File: config.mk
export PLATFORM = sky130hd
export DESIGN_NAME = scpad_swizzle_seq_flat
export DESIGN_NICKNAME = d
export VERILOG_FILES = /design/src/rtl/scpad_pkg.sv /design/src/rtl/scpad_swizzle_seq_if.sv /design/src/rtl/scpad_out_reg.sv /design/src/rtl/scpad_swizzle_seq.sv /design/src/flat_wrapper.sv
export SDC_FILE = /design/constraint.sdc
export NUM_CORES = 1
export LEC_CHECK = 0
export ABC_CLOCK_PERIOD_IN_PS = 3800
export CELL_PAD_IN_SITES_DETAIL_PLACEMENT = 0
export CELL_PAD_IN_SITES_GLOBAL_PLACEMENT = 1
export CORE_ASPECT_RATIO = 1.4
export CORE_MARGIN = 2
export CORE_UTILIZATION = 35
export CTS_BUF_LIST = sky130_fd_sc_hd__clkbuf_2 sky130_fd_sc_hd__clkbuf_4 sky130_fd_sc_hd__clkbuf_8
export CTS_CLUSTER_SIZE = 40
export DETAILED_ROUTE_END_ITERATION = 8
export PLACE_DENSITY_LB_ADDON = 0.2
export SLEW_MARGIN = 10
export SYNTH_ARGS = -nofsm -noshare
export SYNTH_HDL_FRONTEND = slang
export SYNTH_SLANG_ARGS = --single-unit
File: constraint.sdc
create_clock -name CLK -period 3.8 [get_ports CLK]
set_input_delay 1.14 -clock CLK [delete_from_list [all_inputs] [get_ports CLK]]
set_output_delay 1.14 -clock CLK [all_outputs]
set_load 0.02 [all_outputs]
File: src/rtl/scpad_pkg.sv
// Shared scratchpad types and widths for the swizzle tile-walk sequencer.
package scpad_pkg;

  localparam int SCPAD_ADDR_WIDTH = 16;
  localparam int MAX_DIM_WIDTH    = 5;

  typedef struct packed {
    logic [7:0]               bank_mask;
    logic [MAX_DIM_WIDTH-1:0] rot;
  } xbar_desc_t;

  typedef enum logic [1:0] {
    SWZ_IDLE  = 2'd0,
    SWZ_WALK  = 2'd1,
    SWZ_FLUSH = 2'd2,
    SWZ_DONE  = 2'd3
  } swz_seq_state_t;

endpackage

File: src/rtl/scpad_swizzle_seq_if.sv
// Drive bundle between the tile-walk sequencer and the combinational swizzle unit.
interface scpad_swizzle_seq_if
  import scpad_pkg::*;
#(
  parameter int ADDR_W = SCPAD_ADDR_WIDTH,
  parameter int DIM_W  = MAX_DIM_WIDTH
);
  logic              sw_row_or_col;
  logic [ADDR_W-1:0] sw_spad_addr;
  logic [DIM_W-1:0]  sw_num_rows;
  logic [DIM_W-1:0]  sw_num_cols;
  logic [DIM_W-1:0]  sw_row_id;
  logic [DIM_W-1:0]  sw_col_id;
  xbar_desc_t        sw_xbar_desc;

  modport master (
    output sw_row_or_col, sw_spad_addr, sw_num_rows, sw_num_cols, sw_row_id, sw_col_id,
    input  sw_xbar_desc
  );

  modport slave (
    input  sw_row_or_col, sw_spad_addr, sw_num_rows, sw_num_cols, sw_row_id, sw_col_id,
    output sw_xbar_desc
  );
endinterface

File: src/rtl/scpad_out_reg.sv
// Valid/ready output register holding one crossbar descriptor beat.
module scpad_out_reg
  import scpad_pkg::*;
#(
  parameter int DIM_W = MAX_DIM_WIDTH
) (
  input  logic             CLK,
  input  logic             nRST,
  input  logic             clear,
  input  logic             load,
  input  xbar_desc_t       load_desc,
  input  logic [DIM_W-1:0] load_idx,
  input  logic             load_last,
  input  logic             out_ready,
  output logic             out_valid,
  output xbar_desc_t       out_xbar_desc,
  output logic [DIM_W-1:0] out_idx,
  output logic             out_last
);
  logic             valid_reg;
  xbar_desc_t       desc_reg;
  logic [DIM_W-1:0] idx_reg;
  logic             last_reg;

  // clear wins over load; an accepted beat drops valid unless refilled
  always_ff @(posedge CLK or negedge nRST) begin
    if (!nRST) begin
      valid_reg <= 1'b0;
      desc_reg  <= '0;
      idx_reg   <= '0;
      last_reg  <= 1'b0;
    end else begin
      if (clear) begin
        valid_reg <= 1'b0;
      end else if (load) begin
        valid_reg <= 1'b1;
        desc_reg  <= load_desc;
        idx_reg   <= load_idx;
        last_reg  <= load_last;
      end else if (out_ready) begin
        valid_reg <= 1'b0;
      end
    end
  end

  assign out_valid     = valid_reg;
  assign out_xbar_desc = desc_reg;
  assign out_idx       = idx_reg;
  assign out_last      = last_reg;
endmodule

File: src/rtl/scpad_swizzle_seq.sv
// Tile-walk sequencer: steps the swizzle unit through each slice of a tile, one per cycle.
module scpad_swizzle_seq
  import scpad_pkg::*;
#(
  parameter int ADDR_W = SCPAD_ADDR_WIDTH,
  parameter int DIM_W  = MAX_DIM_WIDTH
) (
  input  logic                CLK,
  input  logic                nRST,
  input  logic                req_valid,
  output logic                req_ready,
  input  logic                req_row_or_col,
  input  logic [ADDR_W-1:0]   req_base_addr,
  input  logic [DIM_W-1:0]    req_num_rows,
  input  logic [DIM_W-1:0]    req_num_cols,
  input  logic                abort,
  scpad_swizzle_seq_if.master sw,
  output logic                out_valid,
  input  logic                out_ready,
  output xbar_desc_t          out_xbar_desc,
  output logic [DIM_W-1:0]    out_idx,
  output logic                out_last,
  output logic                done
);
  localparam logic [1:0] S_IDLE  = SWZ_IDLE;
  localparam logic [1:0] S_WALK  = SWZ_WALK;
  localparam logic [1:0] S_FLUSH = SWZ_FLUSH;
  localparam logic [1:0] S_DONE  = SWZ_DONE;

  logic [1:0]        state_reg, state_next;
  logic              row_or_col_reg, row_or_col_next;
  logic [ADDR_W-1:0] base_addr_reg, base_addr_next;
  logic [DIM_W-1:0]  num_rows_reg, num_rows_next;
  logic [DIM_W-1:0]  num_cols_reg, num_cols_next;
  logic [DIM_W-1:0]  idx_reg, idx_next;
  logic              done_reg;
  logic [DIM_W-1:0]  slice_cnt, req_slice_cnt;
  logic              is_last, advance, load;

  assign slice_cnt     = row_or_col_reg ? num_cols_reg : num_rows_reg;
  assign req_slice_cnt = req_row_or_col ? req_num_cols : req_num_rows;
  assign is_last       = (idx_reg == slice_cnt - DIM_W'(1));
  assign advance       = (state_reg == S_WALK) && (!out_valid || out_ready);
  assign load          = advance && !abort;

  always_comb begin
    state_next      = state_reg;
    row_or_col_next = row_or_col_reg;
    base_addr_next  = base_addr_reg;
    num_rows_next   = num_rows_reg;
    num_cols_next   = num_cols_reg;
    idx_next        = idx_reg;
    if (abort) begin
      state_next = S_IDLE;
    end else begin
      case (state_reg)
        S_IDLE: if (req_valid) begin
          row_or_col_next = req_row_or_col;
          base_addr_next  = req_base_addr;
          num_rows_next   = req_num_rows;
          num_cols_next   = req_num_cols;
          idx_next        = '0;
          // an empty tile skips WALK; FLUSH with nothing pending adds the cycle that keeps done timing uniform
          state_next      = (req_slice_cnt == '0) ? S_FLUSH : S_WALK;
        end
        S_WALK: if (advance) begin
          idx_next = idx_reg + DIM_W'(1);
          if (is_last) state_next = S_FLUSH;
        end
        S_FLUSH: if (!out_valid || out_ready) state_next = S_DONE;
        S_DONE:  state_next = S_IDLE;
        default: state_next = S_IDLE;
      endcase
    end
  end

  always_ff @(posedge CLK or negedge nRST) begin
    if (!nRST) begin
      state_reg      <= S_IDLE;
      row_or_col_reg <= 1'b0;
      base_addr_reg  <= '0;
      num_rows_reg   <= '0;
      num_cols_reg   <= '0;
      idx_reg        <= '0;
      done_reg       <= 1'b0;
    end else begin
      state_reg      <= state_next;
      row_or_col_reg <= row_or_col_next;
      base_addr_reg  <= base_addr_next;
      num_rows_reg   <= num_rows_next;
      num_cols_reg   <= num_cols_next;
      idx_reg        <= idx_next;
      done_reg       <= (state_next == S_DONE);
    end
  end

  assign req_ready        = (state_reg == S_IDLE);
  assign done             = done_reg;
  assign sw.sw_row_or_col = row_or_col_reg;
  assign sw.sw_spad_addr  = base_addr_reg;
  assign sw.sw_num_rows   = num_rows_reg;
  assign sw.sw_num_cols   = num_cols_reg;
  assign sw.sw_row_id     = row_or_col_reg ? '0 : idx_reg;
  assign sw.sw_col_id     = row_or_col_reg ? idx_reg : '0;

  scpad_out_reg #(.DIM_W(DIM_W)) u_out_reg (
    .CLK           (CLK),
    .nRST          (nRST),
    .clear         (abort),
    .load          (load),
    .load_desc     (sw.sw_xbar_desc),
    .load_idx      (idx_reg),
    .load_last     (is_last),
    .out_ready     (out_ready),
    .out_valid     (out_valid),
    .out_xbar_desc (out_xbar_desc),
    .out_idx       (out_idx),
    .out_last      (out_last)
  );
endmodule
File: src/flat_wrapper.sv
// flat-port wrapper written by rule: the top's interface ports become plain ports
module scpad_swizzle_seq_flat import scpad_pkg::*;
#(
  parameter int ADDR_W = SCPAD_ADDR_WIDTH,
  parameter int DIM_W  = MAX_DIM_WIDTH
)
  (CLK, nRST, req_valid, req_ready, req_row_or_col, req_base_addr, req_num_rows, req_num_cols, abort, out_valid, out_ready, out_xbar_desc, out_idx, out_last, done, sw_sw_row_or_col, sw_sw_spad_addr, sw_sw_num_rows, sw_sw_num_cols, sw_sw_row_id, sw_sw_col_id, sw_sw_xbar_desc);
  scpad_swizzle_seq_if #(.ADDR_W(ADDR_W), .DIM_W(DIM_W)) sw_i ();
  input  logic CLK;
  input  logic nRST;
  input  logic req_valid;
  output logic req_ready;
  input  logic req_row_or_col;
  input  logic [ADDR_W-1:0] req_base_addr;
  input  logic [DIM_W-1:0] req_num_rows;
  input  logic [DIM_W-1:0] req_num_cols;
  input  logic abort;
  output logic out_valid;
  input  logic out_ready;
  output xbar_desc_t out_xbar_desc;
  output logic [DIM_W-1:0] out_idx;
  output logic out_last;
  output logic done;
  output wire logic [$bits(sw_i.sw_row_or_col)-1:0] sw_sw_row_or_col;
  output wire logic [$bits(sw_i.sw_spad_addr)-1:0] sw_sw_spad_addr;
  output wire logic [$bits(sw_i.sw_num_rows)-1:0] sw_sw_num_rows;
  output wire logic [$bits(sw_i.sw_num_cols)-1:0] sw_sw_num_cols;
  output wire logic [$bits(sw_i.sw_row_id)-1:0] sw_sw_row_id;
  output wire logic [$bits(sw_i.sw_col_id)-1:0] sw_sw_col_id;
  input wire logic [$bits(sw_i.sw_xbar_desc)-1:0] sw_sw_xbar_desc;
  assign sw_sw_row_or_col = sw_i.sw_row_or_col;
  assign sw_sw_spad_addr = sw_i.sw_spad_addr;
  assign sw_sw_num_rows = sw_i.sw_num_rows;
  assign sw_sw_num_cols = sw_i.sw_num_cols;
  assign sw_sw_row_id = sw_i.sw_row_id;
  assign sw_sw_col_id = sw_i.sw_col_id;
  assign sw_i.sw_xbar_desc = sw_sw_xbar_desc;
  scpad_swizzle_seq #(.ADDR_W(ADDR_W), .DIM_W(DIM_W)) u_core (.CLK(CLK), .nRST(nRST), .req_valid(req_valid), .req_ready(req_ready), .req_row_or_col(req_row_or_col), .req_base_addr(req_base_addr), .req_num_rows(req_num_rows), .req_num_cols(req_num_cols), .abort(abort), .sw(sw_i), .out_valid(out_valid), .out_ready(out_ready), .out_xbar_desc(out_xbar_desc), .out_idx(out_idx), .out_last(out_last), .done(done));
endmodule
# Word level (Yosys, flattened, before mapping)
# Index checks and enable logic that the tools add are counted.
dict set report classes {
  add_sub_neg 2
  mul 0
  div 0
  n_lt_le_gt_ge 0
  n_eq_ne 7
  n_shift 0
  n_mux 17
  bitwise 1
  n_reduce_logical 12
}
# operator n
set ops {}
lappend ops {{$mux 5} 6}
lappend ops {{$mux 2} 6}
lappend ops {{$pmux 5 s2} 1}
lappend ops {{$pmux 2 s4} 1}
lappend ops {{$eq 2x2->1 const B} 3}
lappend ops {{$add 5x1->5 const B} 1}
lappend ops {{$eq 5x5->1} 1}
lappend ops {{$logic_not 5->1} 1}
lappend ops {{$sub 5x1->5 const B} 1}
lappend ops {{$reduce_and 4->1} 1}
lappend ops {{$mux 1} 3}
lappend ops {{$reduce_and 3->1} 1}
lappend ops {{$reduce_bool 3->1} 1}
lappend ops {{$eq 2x1->1 const B} 1}
lappend ops {{$logic_and 1x1->1} 2}
lappend ops {{$logic_not 1->1} 2}
lappend ops {{$logic_not 2->1} 1}
lappend ops {{$ne 2x1->1 const B} 1}
lappend ops {{$ne 2x2->1 const B} 1}
lappend ops {{$reduce_and 2->1} 1}
lappend ops {{$reduce_bool 2->1} 1}
lappend ops {{$logic_or 1x1->1} 1}
lappend ops {{$not 1->1} 1}
dict set report totals {
  reg_bits 55
  latch_bits 0
  ram_bits 0
  mem_bits_ro 0
  input_bits 45
  out_inout_bits 59
  word_cells 51
  n_memories 0
}

# Logic depth before layout (Yosys ltp)
# Gate-level depths: netlist (run 1).
dict set report depth {
  depth_word 8
  depth_mapped 7
  mapped_depth_nobuf 6
}

# By module
# From an unflattened synthesis (run 1), not the netlist that was laid out.
dict set report hier_totals {
  hier_cells 182
  hier_area_um2 2507.4
}
# module instances cells_per_inst area_per_inst_um2 seq_area_each_um2
set by_module_without_submodules {}
lappend by_module_without_submodules {scpad_swizzle_seq 1 137 1695.4 875.8}
lappend by_module_without_submodules {scpad_out_reg 1 45 812.0 500.5}

# Least setup slack after synthesis (run 1)
# Ideal clock, no wire load.
dict set report synth_path {
  path_kind {register -> output}
  start {register u_core.row_or_col_reg (netlist: u_core.sw.sw_row_or_col)}
  end {output port sw_sw_col_id[0]}
  arrival_time_ps 1144
  required_ps 2660
  path_slack_ps 1516
  path_stages_with_launch 4
  path_buffers 2
  cell_sequence {dfrtp_1 > buf_6 > clkbuf_1 > and2_1}
}
dict set report synth_via {
  elab_chain_len 1
}
# item line_no
set synth_rtl {}
lappend synth_rtl {{from (decl)} scpad_swizzle_seq.sv:31} ;# logic row_or_col_reg, row_or_col_next;
lappend synth_rtl {{from (signal assigned)} scpad_swizzle_seq.sv:88} ;# row_or_col_reg <= row_or_col_next;
lappend synth_rtl {{$mux 5} scpad_swizzle_seq.sv:104} ;# assign sw.sw_col_id = row_or_col_reg ? idx_reg : '0;
lappend synth_rtl {{to (decl)} flat_wrapper.sv:29} ;# output wire logic [$bits(sw_i.sw_col_id)-1:0] sw_sw_col_id;
# Every way passes these cells.

# Worst setup path in the final report (run 1)
dict set report layout_path {
  start {register u_core.row_or_col_reg (netlist: u_core.sw.sw_row_or_col)}
  end {output port sw_sw_col_id[4]}
}
# The elaborated chain is that of the path after synthesis.

==> results of run 1 <==
## Yosys cell counts
library cell / number / area, sq um
buf_4: 2 / 15.0
buf_2: 3 / 15.0
nand4_1: 2 / 12.5
o21ai_0: 3 / 15.0
nor2_1: 9 / 33.8
dfrtp_1: 55 / 1380
nor3_1: 4 / 20.0
xnor2_1: 4 / 35.0
nor4b_2: 1 / 15.0
a21oi_1: 2 / 10.0
a31oi_1: 1 / 6.26
nor4b_1: 1 / 8.76
nand2_1: 61 / 229
nor2b_1: 5 / 31.3
ha_1: 2 / 25.0
a31oi_2: 1 / 12.5
a22oi_1: 1 / 7.51
nand2b_1: 3 / 18.8
mux2_2: 27 / 304
or3_1: 1 / 6.26
o31ai_1: 2 / 15.0
nor3b_1: 1 / 7.51
nand3b_1: 1 / 7.51
nor4_1: 1 / 6.26
and2b_1: 1 / 7.51
and2_1: 5 / 31.3
a221o_1: 1 / 10.0
nor2_2: 1 / 6.26
xor2_1: 6 / 52.6
a311oi_2: 1 / 15.0
nand3_1: 1 / 5.00
clkbuf_1: 6 / 22.5
mux2i_1: 5 / 50.1
buf_6: 1 / 11.3
## layer usage
layer  part of all wire, %  global-route usage [%]  routed length (um)
met5                     0                       0                   0
met4                   1.2                    4.53                  67
met3                   5.6                    3.32                 309
met2                    50                    25.1                2740
met1                    43                    18.5                2380
## cell type report
class | count | area (sq um)
clock inverter | 3 | 20.0
multi-input combinational | 154 | 1020
sequential | 55 | 1380
fill | 642 | 3180
clock buffer | 5 | 68.8
timing repair buffer | 108 | 1060
tap | 95 | 119
## logic make-up after synthesis
family / after synthesis / share of synthesized area, %
and+or+nand+nor: 98 / 18.3
DFF: 55 / 56.3
muxes: 32 / 14.5
AOI/OAI and AO/OA: 12 / 3.74
buffers and inverters: 12 / 2.61
xor gates and xnor gates: 10 / 3.58
adders and majority gates: 2 / 1.02
## power by group through the flow
stage | Sequential, mW | Clock [mW] | Combinational, mW
final | 0.850 | 0.320 | 0.850
after global routing | 0.878 | 0.358 | 0.925
after CTS | 0.855 | 0.337 | 0.863
after detailed placement | 0.866 | 0 | 0.859
after global placement | 0.860 | 0 | 0.853
after floorplan | 0.993 | 0 | 0.314
## per-stage QoR
step / power, mW / instances / utilization [%]
floorplan: 1.31 / 221 / -
global placement: 1.71 / 412 / 52.2
detailed placement: 1.73 / 412 / 52.2
CTS: 2.05 / 420 / 53.5
global route: 2.16 / 420 / 53.5
finish: 2.02 / 420 / 53.5
## worst register-to-register path: stages (launching register included)
cell	delay (ns)
dfrtp_1	0.81
mux2i_1	0.36
ha_1	0.29
xor2_1	0.14
nand3_1	0.15
nor2_2	0.07
a311oi_2	0.25
## worst paths after layout
| check | start | endpoint | slack [ns] |
|---|---|---|---|
| max | u_core.sw.sw_row_or_col | sw_sw_col_id[4] | 0.71 |
| min | u_core.u_out_reg.out_xbar_desc[0] | u_core.u_out_reg.out_xbar_desc[0] | 0.48 |
| max reg2reg | u_core.sw.sw_row_or_col | u_core.done | 1.64 |
| min reg2reg | u_core.u_out_reg.out_xbar_desc[0] | u_core.u_out_reg.out_xbar_desc[0] | 0.48 |
| max in group asynchronous | nRST | u_core.sw.sw_num_cols[0] | 2.23 |
| min in group asynchronous | nRST | u_core.u_out_reg.out_valid | 0.91 |
==> impl_metrics.py, run 1 <==
metrics = {
    "cts": {
        "post_cts_buffers": 0,
        "insertion_delay_ns": 0.30,
        "htreeDepth": 2,
        "clockBufferDepth": 2,
        "holdBufCountCts": 0,
        "clockRootBuffer": "clkbuf_8",
        "post_cts_resized": 0,
        "cts_num_sinks": 55,
        "tritoncts": "done",
        "clk_pin_slew_ns": 0.10,
        "cts_made_buffers": 5,
    },
    "sta": {
        "setup-violations-final": 0,
        "fin_crit_sh_pct": 81.2,
        "final_max_slew_viol_count": 0,
        "hold_ws_ns": 0.480,
        "clock_skew_ns": 0.00691,
        "period_minus_slack_ns": 3.09,
        "tightest_slew_ns": 0.788,
        "fin_ws_ns": 0.714,
        "slew_headroom_pct": 47.5,
        "fmax_mhz": 324,
        "hold_violations": 0,
        "rsz0062_at_grt": "no",
        "timing.setup.tns_ns": 0,
    },
    "pwr": {
        "internal-power_mw": 1.30,
        "p_leak_nw": 1.59,
        "p_switching_uw": 719,
        "p_comb_share_pct": 42.1,
        "irDropWorstVdd_mv": 0.376,
        "p_sw_share_pct": 35.6,
        "clkPwrFrac_pct": 15.9,
        "power.density_mw_per_mm2": 551,
        "p_seq_share_pct": 42.1,
    },
    "setup_path": {
        "required_ns": 2.66,
        "crit_cells": 2,
        "critPathMaxFanout": 21,
        "crit_family": "flip-flops",
        "arrival_ns": 1.95,
        "worst-setup-path-type": "flop to output port",
        "cp-end-kind": "output port",
        "cp-start-kind": "flop",
        "crit_chain": "and2_1 -> clkdlybuf4s50_1",
        "reg2reg_depth": 6,
        "cp_num_buf_inv": 1,
        "critPathSlowestCell": "dfrtp_1",
        "max_stage_delay_ns": 0.81,
    },
    "place": {
        "dp_slack_ns": 0.786,
        "postPlaceCellArea_sq_mm": 0.00358,
        "io_buffers": 103,
        "place_congestion": 0.768,
        "hpwl_mm": 4.12,
    },
    "global_routing": {
        "first_global_vias": 1893,
        "grt.overflow.total": 0,
        "grt_pass1_wl_mm": 8.83,
        "antenna_found_initial": 0,
        "grt_max_degree": 36,
        "grt_usage_pct": 14.7,
    },
    "finish": {
        "fin_area_sq_mm": 0.00367,
        "largest_register_ffs": 16,
        "layout_commonest_cell": "clkdlybuf4s50_1",
        "drive_gt1_share_pct": 14.2,
        "layout.nets": 371,
        "diodes": 0,
        "area_growth_pct": 49.9,
        "layout_common_cells": "clkdlybuf4s50_1 (102), nand2_1 (61), dfrtp_1 (55)",
    },
    "logic_synthesis": {
        "syn_avg_cell_area_sq_um": 11.1,
        "yosys_register_bits": 55,
        "synth_area_sq_mm": 0.00244,
        "yosysUniqueCellTypes": 34,
        "seq_area_frac_synth_pct": 56.3,
        "yosys_warnings": 0,
        "synthCells": 221,
        "synthesis.nets": 268,
    },
    "drt": {
        "first_iter_violations": 88,
        "wire_per_inst_um": 13.1,
        "vias_per_cell": 4.48,
        "firstDrtPassIters": 4,
        "vias": 1883,
        "drc_errors": 0,
        "drt_wl_total_mm": 5.50,
        "ant_nets": 0,
    },
    "outcome": {
        "outcome": "completed",
    },
    "worst_hold_path": {
        "min_path_cells": 2,
        "hold_path.class": "flop to flop",
    },
    "floorplanning": {
        "num_io_pins": 104,
        "dieWidth_um": 74.6,
        "die_h_um": 103,
        "coreArea_sq_mm": 0.00685,
        "dieArea_sq_mm": 0.00768,
        "std_cell_rows": 36,
        "start_util_pct": 35.7,
    },
    "job": {
        "max_cap_viol_count": 0,
    },
}
(Power assumes the default switching activity.)
==> run 2: changes to the inputs <==
--- a/config.mk
+++ b/config.mk
@@ -5,12 +5,12 @@
 export SDC_FILE = /design/constraint.sdc
 export NUM_CORES = 1
 export LEC_CHECK = 0
-export ABC_CLOCK_PERIOD_IN_PS = 3800
+export ABC_CLOCK_PERIOD_IN_PS = 2800
 export CELL_PAD_IN_SITES_DETAIL_PLACEMENT = 0
 export CELL_PAD_IN_SITES_GLOBAL_PLACEMENT = 1
 export CORE_ASPECT_RATIO = 1.4
 export CORE_MARGIN = 2
-export CORE_UTILIZATION = 35
+export CORE_UTILIZATION = 30
 export CTS_BUF_LIST = sky130_fd_sc_hd__clkbuf_2 sky130_fd_sc_hd__clkbuf_4 sky130_fd_sc_hd__clkbuf_8
 export CTS_CLUSTER_SIZE = 40
 export DETAILED_ROUTE_END_ITERATION = 8
==> constraint.sdc (replaced) <==
create_clock -name CLK -period 2.8 [get_ports CLK]
set_input_delay 0.84 -clock CLK [delete_from_list [all_inputs] [get_ports CLK]]
set_output_delay 0.84 -clock CLK [all_outputs]
set_load 0.02 [all_outputs]
==> run 2 against run 1 <==
- cell count up 2.1%
- register-to-register slack worse by 0.96 ns
- combinational power up 41%
- first-iteration DRC count up 18%
- die area up 16%
- critical path depth up 1
- cell area up 1.4%
- non-clock buffer count up 3
- worst hold slack worse by 0.0021 ns
- power up 37%
- critical endpoint is now sw_sw_row_id[3]
==> impl_metrics.py, run 2 (synthesis gave the netlist of run 1 again) <==
metrics = {
    "cts": {
        "post_cts_buffers": 0,
        "cts_made_buffers": 5,
        "holdBufCountCts": 0,
        "clk_pin_slew_ns": 0.10,
        "clockRootBuffer": "clkbuf_8",
        "clockBufferDepth": 2,
        "cts_num_sinks": 55,
        "tritoncts": "done",
        "post_cts_resized": 0,
        "htreeDepth": 2,
        "insertion_delay_ns": 0.32,
    },
    "sta": {
        "fin_crit_sh_pct": 95.5,
        "hold_ws_ns": 0.478,
        "tightest_slew_ns": 0.789,
        "period_minus_slack_ns": 2.67,
        "timing.setup.tns_ns": 0,
        "final_max_slew_viol_count": 0,
        "hold_violations": 0,
        "fmax_mhz": 374,
        "clock_skew_ns": 0.00644,
        "setup-violations-final": 0,
        "rsz0062_at_grt": "no",
        "slew_headroom_pct": 47.4,
    },
    "setup_path": {
        "critPathMaxFanout": 13,
        "worst-setup-path-type": "flop to output port",
        "cp-start-kind": "flop",
        "required_ns": 1.96,
        "cp-end-kind": "output port",
        "arrival_ns": 1.83,
    },
    "finish": {
        "diodes": 0,
        "area_growth_pct": 52.0,
        "seq_area_sq_mm": 0.00138,
        "fill_cells": 785,
        "layout.nets": 374,
        "layout_commonest_cell": "clkdlybuf4s50_1",
        "layout_common_cells": "clkdlybuf4s50_1 (102), nand2_1 (61), dfrtp_1 (55)",
        "multi_input_area_sq_mm": 0.00102,
        "drive_gt1_share_pct": 14.7,
        "largest_register_ffs": 16,
    },
    "drt": {
        "ant_nets": 0,
        "vias": 1953,
        "vias_per_cell": 4.55,
        "wire_per_inst_um": 14.0,
        "firstDrtPassIters": 4,
        "drc_errors": 0,
        "first_iter_violations": 104,
        "drt_wl_total_mm": 6.02,
    },
    "place": {
        "io_buffers": 103,
        "hpwl_mm": 4.45,
        "place_congestion": 0.713,
    },
    "pwr": {
        "power.density_mw_per_mm2": 748,
        "total_power_mw": 2.78,
        "p_leak_nw": 1.61,
        "irDropWorstVdd_mv": 0.337,
    },
    "floorplanning": {
        "std_cell_rows": 39,
        "num_io_pins": 104,
        "die_h_um": 111,
        "dieWidth_um": 80.3,
        "start_util_pct": 30.4,
        "coreArea_sq_mm": 0.00805,
        "dieArea_sq_mm": 0.00890,
    },
    "global_routing": {
        "grt_max_degree": 30,
        "grt_pass1_wl_mm": 9.94,
        "grt_usage_pct": 14.6,
        "antenna_found_initial": 0,
        "first_global_vias": 1927,
        "grt.overflow.total": 0,
    },
    "outcome": {
        "outcome": "completed",
    },
    "worst_hold_path": {
        "hold_path.class": "flop to flop",
    },
    "job": {
        "max_cap_viol_count": 0,
    },
}
==> run 2: where the power goes <==
| part | internal, mW | switching (mW) | total (mW) |
|---|---|---|---|
| clock | 0.172 | 0.271 | 0.443 |
| combinational | 0.621 | 0.578 | 1.20 |
| sequential | 0.987 | 0.149 | 1.14 |
==> run 2: critical path: stages, from the launching register on <==
cell             delay, ns
dfrtp_1               0.53
buf_4                 0.24
nor2b_1               0.12
clkdlybuf4s50_1       0.63
==> run 2: final timing paths <==
| path | start | end | cells after the start | slack [ns] |
|---|---|---|---|---|
| min in group asynchronous | nRST | u_core.u_out_reg.out_xbar_desc[5] | 1 | 0.53 |
| min | u_core.u_out_reg.out_xbar_desc[10] | u_core.u_out_reg.out_xbar_desc[10] | 2 | 0.48 |
| min reg2reg | u_core.u_out_reg.out_xbar_desc[10] | u_core.u_out_reg.out_xbar_desc[10] | 2 | 0.48 |
| max | u_core.sw.sw_row_or_col | sw_sw_row_id[3] | 3 | 0.13 |
| max in group asynchronous | nRST | u_core.sw.sw_num_rows[2] | 2 | 1.67 |
| max reg2reg | u_core.sw.sw_row_or_col | u_core.done | 7 | 0.68 |
==> run 2: final cells by class <==
type,count,share of cell area [%]
clock buffers,5,1.85
repair buffers,111,29.9
flip-flops and latches,55,37.0
multi-input cells,154,27.4
well taps,102,3.43
clock inverters,2,0.370
==> run 2: metal layers <==
layer	routed length [um]	vias to the layer above	part of all wire, %	track usage (%)
li1	-	943	-	-
met4	113	0	1.9	5.42
met5	0	-	0	0
met2	3130	50	52	24.1
met3	317	6	5.3	3.91
met1	2460	954	41	18.1
==> run 2: stage by stage <==
stage | setup slack, ns | utilization [%] | instances | cell area [sq um]
floorplan | 0.816 | - | 221 | 2440
detailed placement | 0.161 | 45.1 | 422 | 3630
global placement | 0.197 | 45.1 | 422 | 3630
finish | 0.127 | 46.2 | 429 | 3720
global route | 0.00339 | 46.2 | 429 | 3720
CTS | 0.0792 | 46.2 | 429 | 3720
==> run 3: changes to the inputs <==
--- a/config.mk
+++ b/config.mk
@@ -19,3 +19,4 @@
 export SYNTH_ARGS = -nofsm -noshare
 export SYNTH_HDL_FRONTEND = slang
 export SYNTH_SLANG_ARGS = --single-unit
+export TNS_END_PERCENT = 100
==> results of run 3 <==
The final DEF is identical to that of run 2; final timing and power are the same.
